[src/rtl/datapath_pkg.sv]
// Shared datapath types and constants.
// Used by the operand select stage and its mux.
package datapath_pkg;

  localparam int WORD_W = 32;

  typedef enum logic [1:0] {
    ST_EMPTY,
    ST_ONE,
    ST_FULL
  } skid_st_e;

  localparam logic SEL_ERR_FILL = 1'b0;

  function automatic skid_st_e skid_state(
    input logic main_v,
    input logic skid_v
  );
    if (skid_v) return ST_FULL;
    return main_v ? ST_ONE : ST_EMPTY;
  endfunction

endpackage

[src/rtl/sel_mux_comb.sv]
// Combinational N-way word mux.
// Out-of-range selects give fill data and sel_err.
module sel_mux_comb
  import datapath_pkg::*;
#(
  parameter int WIDTH  = WORD_W,
  parameter int NUM_IN = 3,
  localparam int SEL_W = (NUM_IN > 1) ? $clog2(NUM_IN) : 1
) (
  input  logic [NUM_IN*WIDTH-1:0] in_data,
  input  logic [SEL_W-1:0]        sel,
  output logic [WIDTH-1:0]        data,
  output logic                    sel_err
);

  always_comb begin
    data    = {WIDTH{SEL_ERR_FILL}};
    sel_err = 1'b1;
    for (int k = 0; k < NUM_IN; k++) begin
      if (sel == SEL_W'(k)) begin
        data    = in_data[k*WIDTH +: WIDTH];
        sel_err = 1'b0;
      end
    end
  end

endmodule

[src/rtl/operand_sel_stage.sv]
// Operand select stage: N-way mux feeding a
// main + skid register pair behind valid/ready.
module operand_sel_stage
  import datapath_pkg::*;
#(
  parameter int WIDTH     = WORD_W,
  parameter int NUM_IN    = 3,
  parameter int ERR_CNT_W = 8,
  localparam int SEL_W = (NUM_IN > 1) ? $clog2(NUM_IN) : 1
) (
  input  logic                    Clk,
  input  logic                    Rst_n,
  input  logic [NUM_IN*WIDTH-1:0] in_data,
  input  logic [SEL_W-1:0]        sel,
  input  logic                    in_valid,
  output logic                    in_ready,
  input  logic                    flush,
  output logic [WIDTH-1:0]        out_data,
  output logic                    out_sel_err,
  output logic                    out_valid,
  input  logic                    out_ready,
  output logic [ERR_CNT_W-1:0]    err_count
);

  logic [WIDTH-1:0] mux_data;
  logic             mux_err;
  logic [WIDTH-1:0] skid_data;
  logic             skid_err;
  logic             skid_v;
  logic             acc;
  logic             con;
  skid_st_e         st;

  sel_mux_comb #(
    .WIDTH  (WIDTH),
    .NUM_IN (NUM_IN)
  ) u_mux (
    .in_data (in_data),
    .sel     (sel),
    .data    (mux_data),
    .sel_err (mux_err)
  );

  // Ready comes from registered state only.
  assign in_ready = !skid_v && Rst_n;
  assign acc      = in_valid && in_ready;
  assign con      = out_valid && out_ready;
  assign st       = skid_state(out_valid, skid_v);

  always_ff @(posedge Clk) begin
    if (!Rst_n) begin
      out_data    <= '0;
      out_sel_err <= 1'b0;
      out_valid   <= 1'b0;
      skid_data   <= '0;
      skid_err    <= 1'b0;
      skid_v      <= 1'b0;
      err_count   <= '0;
    end else begin
      if (acc && mux_err &&
          (err_count != {ERR_CNT_W{1'b1}}))
        err_count <= err_count + 1'b1;
      if (flush) begin
        out_valid <= 1'b0;
        skid_v    <= 1'b0;
      end else begin
        unique case (st)
          ST_EMPTY: begin
            if (acc) begin
              out_data    <= mux_data;
              out_sel_err <= mux_err;
              out_valid   <= 1'b1;
            end
          end
          ST_ONE: begin
            if (acc && con) begin
              out_data    <= mux_data;
              out_sel_err <= mux_err;
            end else if (acc) begin
              skid_data <= mux_data;
              skid_err  <= mux_err;
              skid_v    <= 1'b1;
            end else if (con) begin
              out_valid <= 1'b0;
            end
          end
          ST_FULL: begin
            if (con) begin
              out_data    <= skid_data;
              out_sel_err <= skid_err;
              skid_v      <= 1'b0;
            end
          end
          default: ;
        endcase
      end
    end
  end

endmodule

[config.mk]
export PLATFORM = sky130hd
export DESIGN_NAME = operand_sel_stage
export DESIGN_NICKNAME = d
export VERILOG_FILES = /design/src/rtl/datapath_pkg.sv /design/src/rtl/sel_mux_comb.sv /design/src/rtl/operand_sel_stage.sv
export SDC_FILE = /design/constraint.sdc
export NUM_CORES = 1
export LEC_CHECK = 0
export ABC_CLOCK_PERIOD_IN_PS = 1760
export CAP_MARGIN = 20
export CORE_UTILIZATION = 30
export DETAILED_ROUTE_END_ITERATION = 10
export PLACE_DENSITY_LB_ADDON = 0.2
export SLEW_MARGIN = 5
export SYNTH_ARGS = -nofsm -noshare
export SYNTH_HDL_FRONTEND = slang
export SYNTH_SLANG_ARGS = --single-unit
[constraint.sdc]
create_clock -name Clk -period 1.76 [get_ports Clk]
set_clock_uncertainty 0.15 [all_clocks]
set_input_delay 0.176 -clock Clk [delete_from_list [all_inputs] [get_ports Clk]]
set_output_delay 0.176 -clock Clk [all_outputs]
set_load 0.01 [all_outputs]
# ---- Yosys cells after proc, flatten, opt, wreduce, memory -nomap -nowiden
# Cells that the tools add are included.
dict set report totals {
  register_bits 76
  input_bits 103
  wordCells 65
}
dict set report classes {
  addsub 1
  eq_ne 12
  n_mux 25
  bitwise 3
  n_reduce_logical 17
}
# cell count
set ops {}
lappend ops {{$mux W32} 6}
lappend ops {{$pmux W32 S3} 1}
lappend ops {{$ne A2 B2 Y1 const B} 7}
lappend ops {{$mux W1} 13}
lappend ops {{$reduce_and A5 Y1} 2}
lappend ops {{$add A8 B1 Y8 const B} 1}
lappend ops {{$ne A8 B8 Y1 const B} 1}
lappend ops {{$reduce_and A4 Y1} 2}
lappend ops {{$logic_and A1 B1 Y1} 6}
lappend ops {{$eq A2 B1 Y1 const B} 2}
lappend ops {{$eq A2 B2 Y1 const B} 2}
lappend ops {{$logic_not A2 Y1} 2}
lappend ops {{$mux W2} 2}
lappend ops {{$pmux W1 S2} 2}
lappend ops {{$reduce_bool A2 Y1} 2}
lappend ops {{$not A1 Y1} 3}
lappend ops {{$pmux W1 S3} 1}
lappend ops {{$reduce_bool A3 Y1} 1}
lappend ops {{$reduce_or A2 Y1} 1}
lappend ops {{$logic_not A1 Y1} 1}

# ---- Longest topological paths before layout
# Gate-level depths: netlist of the first run.
dict set report depth {
  ltp_word 6
  ltp_mapped 7
}

# ---- Hierarchy
# A second synthesis of the first run with hierarchy kept.
dict set report unflattened {
  cells_unflattened 472
  area_unflattened_um2 4445.5
}
# module instances cells_per_inst area_each_um2
set modules_own_cells {}
lappend modules_own_cells {operand_sel_stage 1 394 3498.4}
lappend modules_own_cells {sel_mux_comb 1 78 947.2}

# ---- Worst setup path after synthesis of the first run
# No wires, ideal clock.
dict set report synth_path {
  kind {reg2reg}
  startpoint {reg out_valid}
  endpoint {reg out_data[25]}
  t_arrival_ns 1.534
  slack_ns -0.056
  stages_incl_launch_ff 7
  n_path_buf 2
  path_cell_list {dfxtp_1 -> nor2b_1 -> or4_1 -> buf_2 -> buf_6 -> a22oi_1 -> a21oi_1}
}
dict set report synth_between {
  elab_chain_cells 5
}
# item line
set synth_lines {}
lappend synth_lines {{start: declaration} operand_sel_stage.sv:20} ;# output logic out_valid,
lappend synth_lines {{start signal: assignment} operand_sel_stage.sv:54} ;# out_valid <= 1'b0;
lappend synth_lines {{start signal: assignment} operand_sel_stage.sv:64} ;# out_valid <= 1'b0;
lappend synth_lines {{start signal: assignment} operand_sel_stage.sv:72} ;# out_valid <= 1'b1;
lappend synth_lines {{$mux W1} datapath_pkg.sv:20} ;# return main_v ? ST_ONE : ST_EMPTY;
lappend synth_lines {{$mux W2} datapath_pkg.sv:20}
lappend synth_lines {{$eq A2 B1 Y1 (tied with other cells)} operand_sel_stage.sv:67} ;# unique case (st)
lappend synth_lines {{$ne A2 B2 Y1 (no line) or $reduce_bool A3 Y1 (tied branches)} -}
lappend synth_lines {{$reduce_and A5 Y1 (no line)} -}
lappend synth_lines {{end signal: assignment} operand_sel_stage.sv:70} ;# out_data <= mux_data;
lappend synth_lines {{end signal: assignment} operand_sel_stage.sv:77} ;# out_data <= mux_data;
lappend synth_lines {{end signal: assignment} operand_sel_stage.sv:89} ;# out_data <= skid_data;
lappend synth_lines {{end: declaration} operand_sel_stage.sv:18} ;# output logic [WIDTH-1:0] out_data,
# Several ways; a longest one is shown, not always the timed one.
# A chain may end at the register's enable or synchronous reset.

# ---- Worst setup path after layout of the first run
dict set report layout_path {
  startpoint {reg out_valid}
  endpoint {reg out_data[19]}
}
# The elaborated chain is that of the path after synthesis.

==> impl_metrics.tcl, run 1 <==
set metrics [dict create \
    cts_tree "done" \
    gp_congestion 0.774 \
    synth_ff_type "dfxtp_1" \
    grt.total_usage_pct 17.7 \
    dieArea_mm2 0.0126 \
    setup_ws_ns -0.0287 \
    synth_commonest_cells "dfxtp_1 (76), mux2i_1 (68), nand2_1 (39)" \
    fmax_mhz 559 \
    synth.avg_cell_area_um2 9.23 \
    clk_latency_ns 0.33 \
    overflow 0 \
    min_path_type "in2reg" \
    post_drt_wl_per_cell_um 15.7 \
    drc 6 \
    antenna_found_initial 0 \
    seq_area_frac_synth_pct 41.7 \
    drt-vias-per-instance 5.04 \
    yosys-top-cells-area "dfxtp_1 (42%), mux2i_1 (19%), o2bb2ai_1 (7.7%), a22oi_1 (6.6%), a21oi_1 (5.2%)" \
    fin_crit_sh_pct 102 \
    rows 39 \
    syn_inst 395 \
    die_h_um 112 \
    p_leak_nw 2.14 \
    io_buffers 145 \
    multi_input_comb_area_mm2 0.00209 \
    p_per_area_mw_per_mm2 702 \
    synth_edf_count 0 \
    fin_nets 657 \
    yosysMostFrequentCell "dfxtp_1" \
    first_iter_violations 99 \
    cts_hold_buf 0 \
    routed_wl_mm 11.0 \
    slew_headroom_pct 77.1 \
    failed_checks "design-rule violations, negative setup slack" \
    finalCoreUtilization_pct 51.3 \
    syn2layout_area_growth_pct 63.5 \
    status "complete, but fails checks" \
    cts.sinks 76 \
    cts_buffers 9 \
    worstPathMaxFanout 17 \
    io_pins 146 \
    max-cap-violations 0 \
    syn_area_mm2 0.00365 \
    async_flop_share_pct 0 \
    ys_types 31 \
    post-dp-hpwl_mm 7.68 \
    die_w_um 112 \
    syn-num-nets 499 \
    num-fill-cells 1105 \
    initial_core_util_pct 31.4 \
    fin_crit_ns 1.79 \
    grt_max_degree 34 \
    criticalPathCategory "reg2reg" \
    worstMarginPinSlew_ns 0.344 \
    cts.path.max_buffers 2 \
    core-area_mm2 0.0116 \
    layout-drive-gt1-share_pct 16.5 \
    max-vdd-ir-drop_v 0.000487 \
    ys_seq_elements 76 \
    antennaDiodeCount 0 \
    finalSetupViolations 12 \
    start_kind "flop" \
    holdWs_ns 0.0856 \
    grt_pass1_wl_mm 17.8 \
    grt_setup_unrepaired "true" \
    seqCellArea_mm2 0.00153 \
    synth_top_area_share_pct 41.7 \
    htreeDepth 3 \
    finalHoldViolations 0 \
    slew_violations 0 \
    yosysTopAreaCell "dfxtp_1" \
    yosys_warnings 0 \
    grt_pass1_vias 3577 \
    crit_arrival_ns 1.84 \
    clkTransAtPathRegs_ns 0.06 \
    antenna_left 0 \
    critPathCaptureType "flop" \
    vias 3525 \
    first_pass_iters 7 \
    clock-root-buffer "clkbuf_16" \
    worstPathRequired_ns 1.81 \
]
what timing repair did:
| action | 4_1_cts | 5_1_grt |
|---|---|---|
| gates resized for setup | 14 | 26 |
| pin swaps | 6 | 7 |
| endpoints found under the setup margin | 53 | 56 |
| gates cloned | 2 | 0 |
| buffers inserted | 1 | 1 |
cell families (layout without fill, tap and decap cells):
kind of cell / count (synthesis) / after routing / share of synthesized area (%)
adder cells (fa/ha/maj): 1 / 1 / 0.343
AO/OA/AOI/OAI: 112 / 112 / 21.6
XOR/XNOR: 1 / 1 / 0.240
AND/OR/NAND/NOR: 96 / 96 / 11.7
multiplexers: 68 / 68 / 18.7
buffers and inverters: 41 / 203 / 5.76
flip-flops: 76 / 76 / 41.7
per-stage QoR:
| stage | TNS, ns | instance area [µm²] | worst slack, ns | std cells | power (mW) |
|---|---|---|---|---|---|
| 2_1_floorplan | -0.322 | 3680 | -0.0161 | 395 | 2.11 |
| 3_3_place_gp | -23.08 | 5450 | -0.381 | 681 | 2.52 |
| 3_5_place_dp | -24.26 | 5450 | -0.408 | 681 | 2.53 |
| 4_1_cts | -0.391 | 5840 | -0.0388 | 699 | 4.21 |
| 5_1_grt | -2.09 | 5960 | -0.0808 | 700 | 4.36 |
| 6_report | -0.127 | 5960 | -0.0287 | 700 | 4.18 |
final timing paths:
check                        startpoint                   endpoint  slack [ns]  cells past startpoint
max              out_valid$_SDFFE_PP0P_  out_data[19]$_SDFFE_PN0P_       -0.03                      5
min                              sel[0]      skid_err$_SDFFE_PN0P_        0.09                      3
max reg2reg      out_valid$_SDFFE_PP0P_  out_data[19]$_SDFFE_PN0P_       -0.03                      5
min reg2reg  skid_data[11]$_SDFFE_PN0P_  out_data[11]$_SDFFE_PN0P_        0.30                      2
state kept, by name, indices dropped and copies added, names as in the netlist:
signal	cells
out_valid	1
out_sel_err	1
out_data	32
skid_err	1
skid_v	1
skid_data	32
err_count	8
cells in the final DEF, fill, tap and decap left out, types with 3 or more instances in the layout:
cell type,count
mux2i_1,67
dfxtp_1,73
a22oi_1,9
clkbuf_16,9
inv_1,4
clkdlybuf4s50_1,140
buf_12,7
nor2_1,36
a22oi_2,23
nand3_1,4
o2bb2ai_1,32
dlygate4sd2_1,3
a21oi_1,38
o31ai_1,3
buf_4,25
nand2_1,39
buf_6,4
routing by layer:
layer / routed length (µm) / global-route usage, % / vias up
li1: - / - / 1755
met1: 4900 / 21.7 / 1658
met2: 5430 / 31.0 / 103
met3: 546 / 3.51 / 9
met4: 139 / 5.69 / 0
met5: 0 / 0 / -
area by class of cell:
| class | count | area share (%) |
|---|---|---|
| Clock buffer | 9 | 3.78 |
| Timing Repair Buffer | 183 | 31.4 |
| Inverter | 5 | 0.315 |
| Clock inverter | 6 | 0.714 |
| Sequential cell | 76 | 25.7 |
| Multi-Input combinational cell | 278 | 35.1 |
| Tap cell | 143 | 3.00 |
critical path, cell delays in order (launching register included):
cell and delay, ns:
dfxtp_4 0.34, nor2b_4 0.12, or4_4 0.58, buf_12 0.19, a22oi_1 0.19, a21oi_1 0.09
report_power, final:
| part | total, mW | internal [mW] | switching [mW] | leakage, nW |
|---|---|---|---|---|
| Combinational | 0.746 | 0.444 | 0.302 | 1.40 |
| Clock | 1.65 | 0.945 | 0.709 | 0.127 |
| Sequential | 1.78 | 1.76 | 0.0256 | 0.617 |
Note: power is estimated with default switching activity, not from simulation.
==> inputs of run 2 (changes only) <==
Settings changed: HOLD_SLACK_MARGIN set to 0.03.
==> results of run 2 <==
Same layout as run 1: the final DEF is identical, and so are final timing and power.
==> inputs of run 3 (changes only) <==
Settings changed: CORE_UTILIZATION 30 to 39.
==> run 3 against run 2 <==
Against the previous run: via count down 0.17%; combinational power down 5.2%; the flow finishes with violations (negative setup slack); register-to-register slack better by 0.03 ns; die area down 23%; maximum frequency up 1.6%; critical path depth unchanged; count of clock-buffer cells in the layout up 3; sequential cell count unchanged; power down 7.5%.
==> impl_metrics.tcl, run 3 (synthesized netlist as in run 1, its figures left out) <==
set metrics [dict create \
    grt_max_degree 36 \
    clk_latency_ns 0.34 \
    cts_hold_buf 0 \
    slew_violations 0 \
    crit_chain "nor2b_4, or4_4, buf_8, a22oi_2, a21oi_1" \
    crit_buf_inv 1 \
    post_drt_wl_per_cell_um 15.6 \
    worstPathRequired_ns 1.82 \
    routed_wl_mm 10.4 \
    finalHoldViolations 0 \
    cts_buffers 9 \
    num-fill-cells 770 \
    min_path_type "in2reg" \
    htreeDepth 3 \
    multi_input_comb_area_mm2 0.00200 \
    slowest_delay_ns 0.55 \
    worstPathMaxFanout 18 \
    failed_checks "negative setup slack" \
    grt_pass1_vias 3445 \
    status "complete, but fails checks" \
    fin_nets 656 \
    io_pins 146 \
    post-dp-hpwl_mm 7.49 \
    layout-drive-gt1-share_pct 13.3 \
    p_leak_nw 2.09 \
    cts_tree "done" \
    drt-vias-per-instance 5.30 \
    overflow 0 \
    first_iter_violations 140 \
    criticalPathCategory "reg2reg" \
    p_per_area_mw_per_mm2 675 \
    final_cell_mix "clkdlybuf4s50_1 (142), dfxtp_1 (73), mux2i_1 (65), nand2_1 (39), a21oi_1 (38)" \
    fin_crit_sh_pct 100 \
    power_mw 3.87 \
    dpl.cell_count 646 \
    core-area_mm2 0.00889 \
    setup_ws_ns -0.000105 \
    io_buffers 145 \
    holdWs_ns 0.217 \
    start_kind "flop" \
    gp_congestion 0.811 \
    syn2layout_area_growth_pct 57.1 \
    dieArea_mm2 0.00974 \
    rows 34 \
    initial_core_util_pct 41.0 \
    grt_pass1_wl_mm 16.5 \
    cts.path.max_buffers 2 \
    slew_headroom_pct 76.0 \
    drc 0 \
    use_met2_pct 36.9 \
    fin_crit_ns 1.76 \
    finalNonFillerCells 664 \
    max-cap-violations 0 \
    layout_commonest_cell "clkdlybuf4s50_1" \
    finalSetupViolations 1 \
    clkTransAtPathRegs_ns 0.08 \
    tns_ns -0.000105 \
    die_h_um 98.7 \
    clock-root-buffer "clkbuf_8" \
    grt_util_met3_pct 4.75 \
    vias 3519 \
    grt_use_met1_pct 25.8 \
    fmax_mhz 568 \
    top_regs "out_data x32, skid_data x32, err_count x8" \
    critPathCaptureType "flop" \
    antenna_left 0 \
    antennaDiodeCount 0 \
    cts.sinks 76 \
    grt_setup_unrepaired "true" \
    cpMaxStageDelayCell "or4_4" \
    die_w_um 98.7 \
    cp_top_family "simple AND/OR/NAND/NOR gates" \
    worstMarginPinSlew_ns 0.360 \
    max-vdd-ir-drop_v 0.000414 \
    seqCellArea_mm2 0.00153 \
    grt.busiest_layer "met2" \
    antenna_found_initial 0 \
    first_pass_iters 5 \
    grt.total_usage_pct 21.1 \
    crit_arrival_ns 1.82 \
]
==> run 3: changes by cell type in the layout (fill, tap and decap cells not counted), moves of 3 or more <==
| cell | before | now |
|---|---|---|
| clkbuf_8 | 0 | 12 |
| clkbuf_16 | 9 | 2 |
| buf_12 | 7 | 4 |
| a22oi_1 | 9 | 27 |
| a22oi_2 | 23 | 5 |
==> run 3: repair_timing <==
action / CTS / global route
pin swaps: 0 / 2
gates cloned: 0 / 2
resized for setup: 7 / 14
endpoints found under the setup margin: 20 / 53
buffers inserted: 0 / 1
==> run 3: final cells by class <==
| cell class | instances | share of cell area (%) |
|---|---|---|
| Clock buffer | 12 | 2.88 |
| Inverter | 5 | 0.328 |
| Timing Repair Buffer | 182 | 32.0 |
| Clock inverter | 3 | 0.764 |
| Tap cell | 108 | 2.36 |
| Sequential cell | 76 | 26.7 |
| Multi-Input combinational cell | 278 | 35.0 |
==> run 3: worst paths after layout <==
path	startpoint	end	slack [ns]	cells past startpoint
max	out_valid$_SDFFE_PP0P_	out_data[27]$_SDFFE_PN0P_	-0.0001	5
min	Rst_n	skid_v$_SDFFE_PP0P_	0.22	5
max reg2reg	out_valid$_SDFFE_PP0P_	out_data[27]$_SDFFE_PN0P_	-0.0001	5
min reg2reg	skid_data[0]$_SDFFE_PN0P_	out_data[0]$_SDFFE_PN0P_	0.31	2
==> run 3: layer usage <==
layer	vias to the layer above	part of all wire (%)
met5	-	0
met4	0	1.4
met3	16	5.3
met2	99	50
met1	1652	43
li1	1752	-
==> run 3: where the power goes <==
group | switching [mW] | internal (mW) | leakage [nW]
clock network | 0.618 | 0.765 | 0.105
logic | 0.285 | 0.422 | 1.37
registers | 0.0227 | 1.76 | 0.617
total | 0.925 | 2.94 | 2.09
==> run 3: per-stage QoR <==
stage          cell area [µm²]  worst slack [ns]  util, %
2_1_floorplan             3680           -0.0161        -
3_3_place_gp              5380            -0.339     60.6
3_5_place_dp              5380            -0.383     60.6
4_1_cts                   5610            0.0174     63.1
5_1_grt                   5730           -0.0351     64.5
6_report                  5730         -0.000105     64.5
==> run 3: worst min-delay path, cell delays in order <==
cell and delay, ns:
dlymetal6s2s_1 0.13, buf_4 0.15, nand2b_4 0.07, buf_4 0.10, a211oi_1 0.04
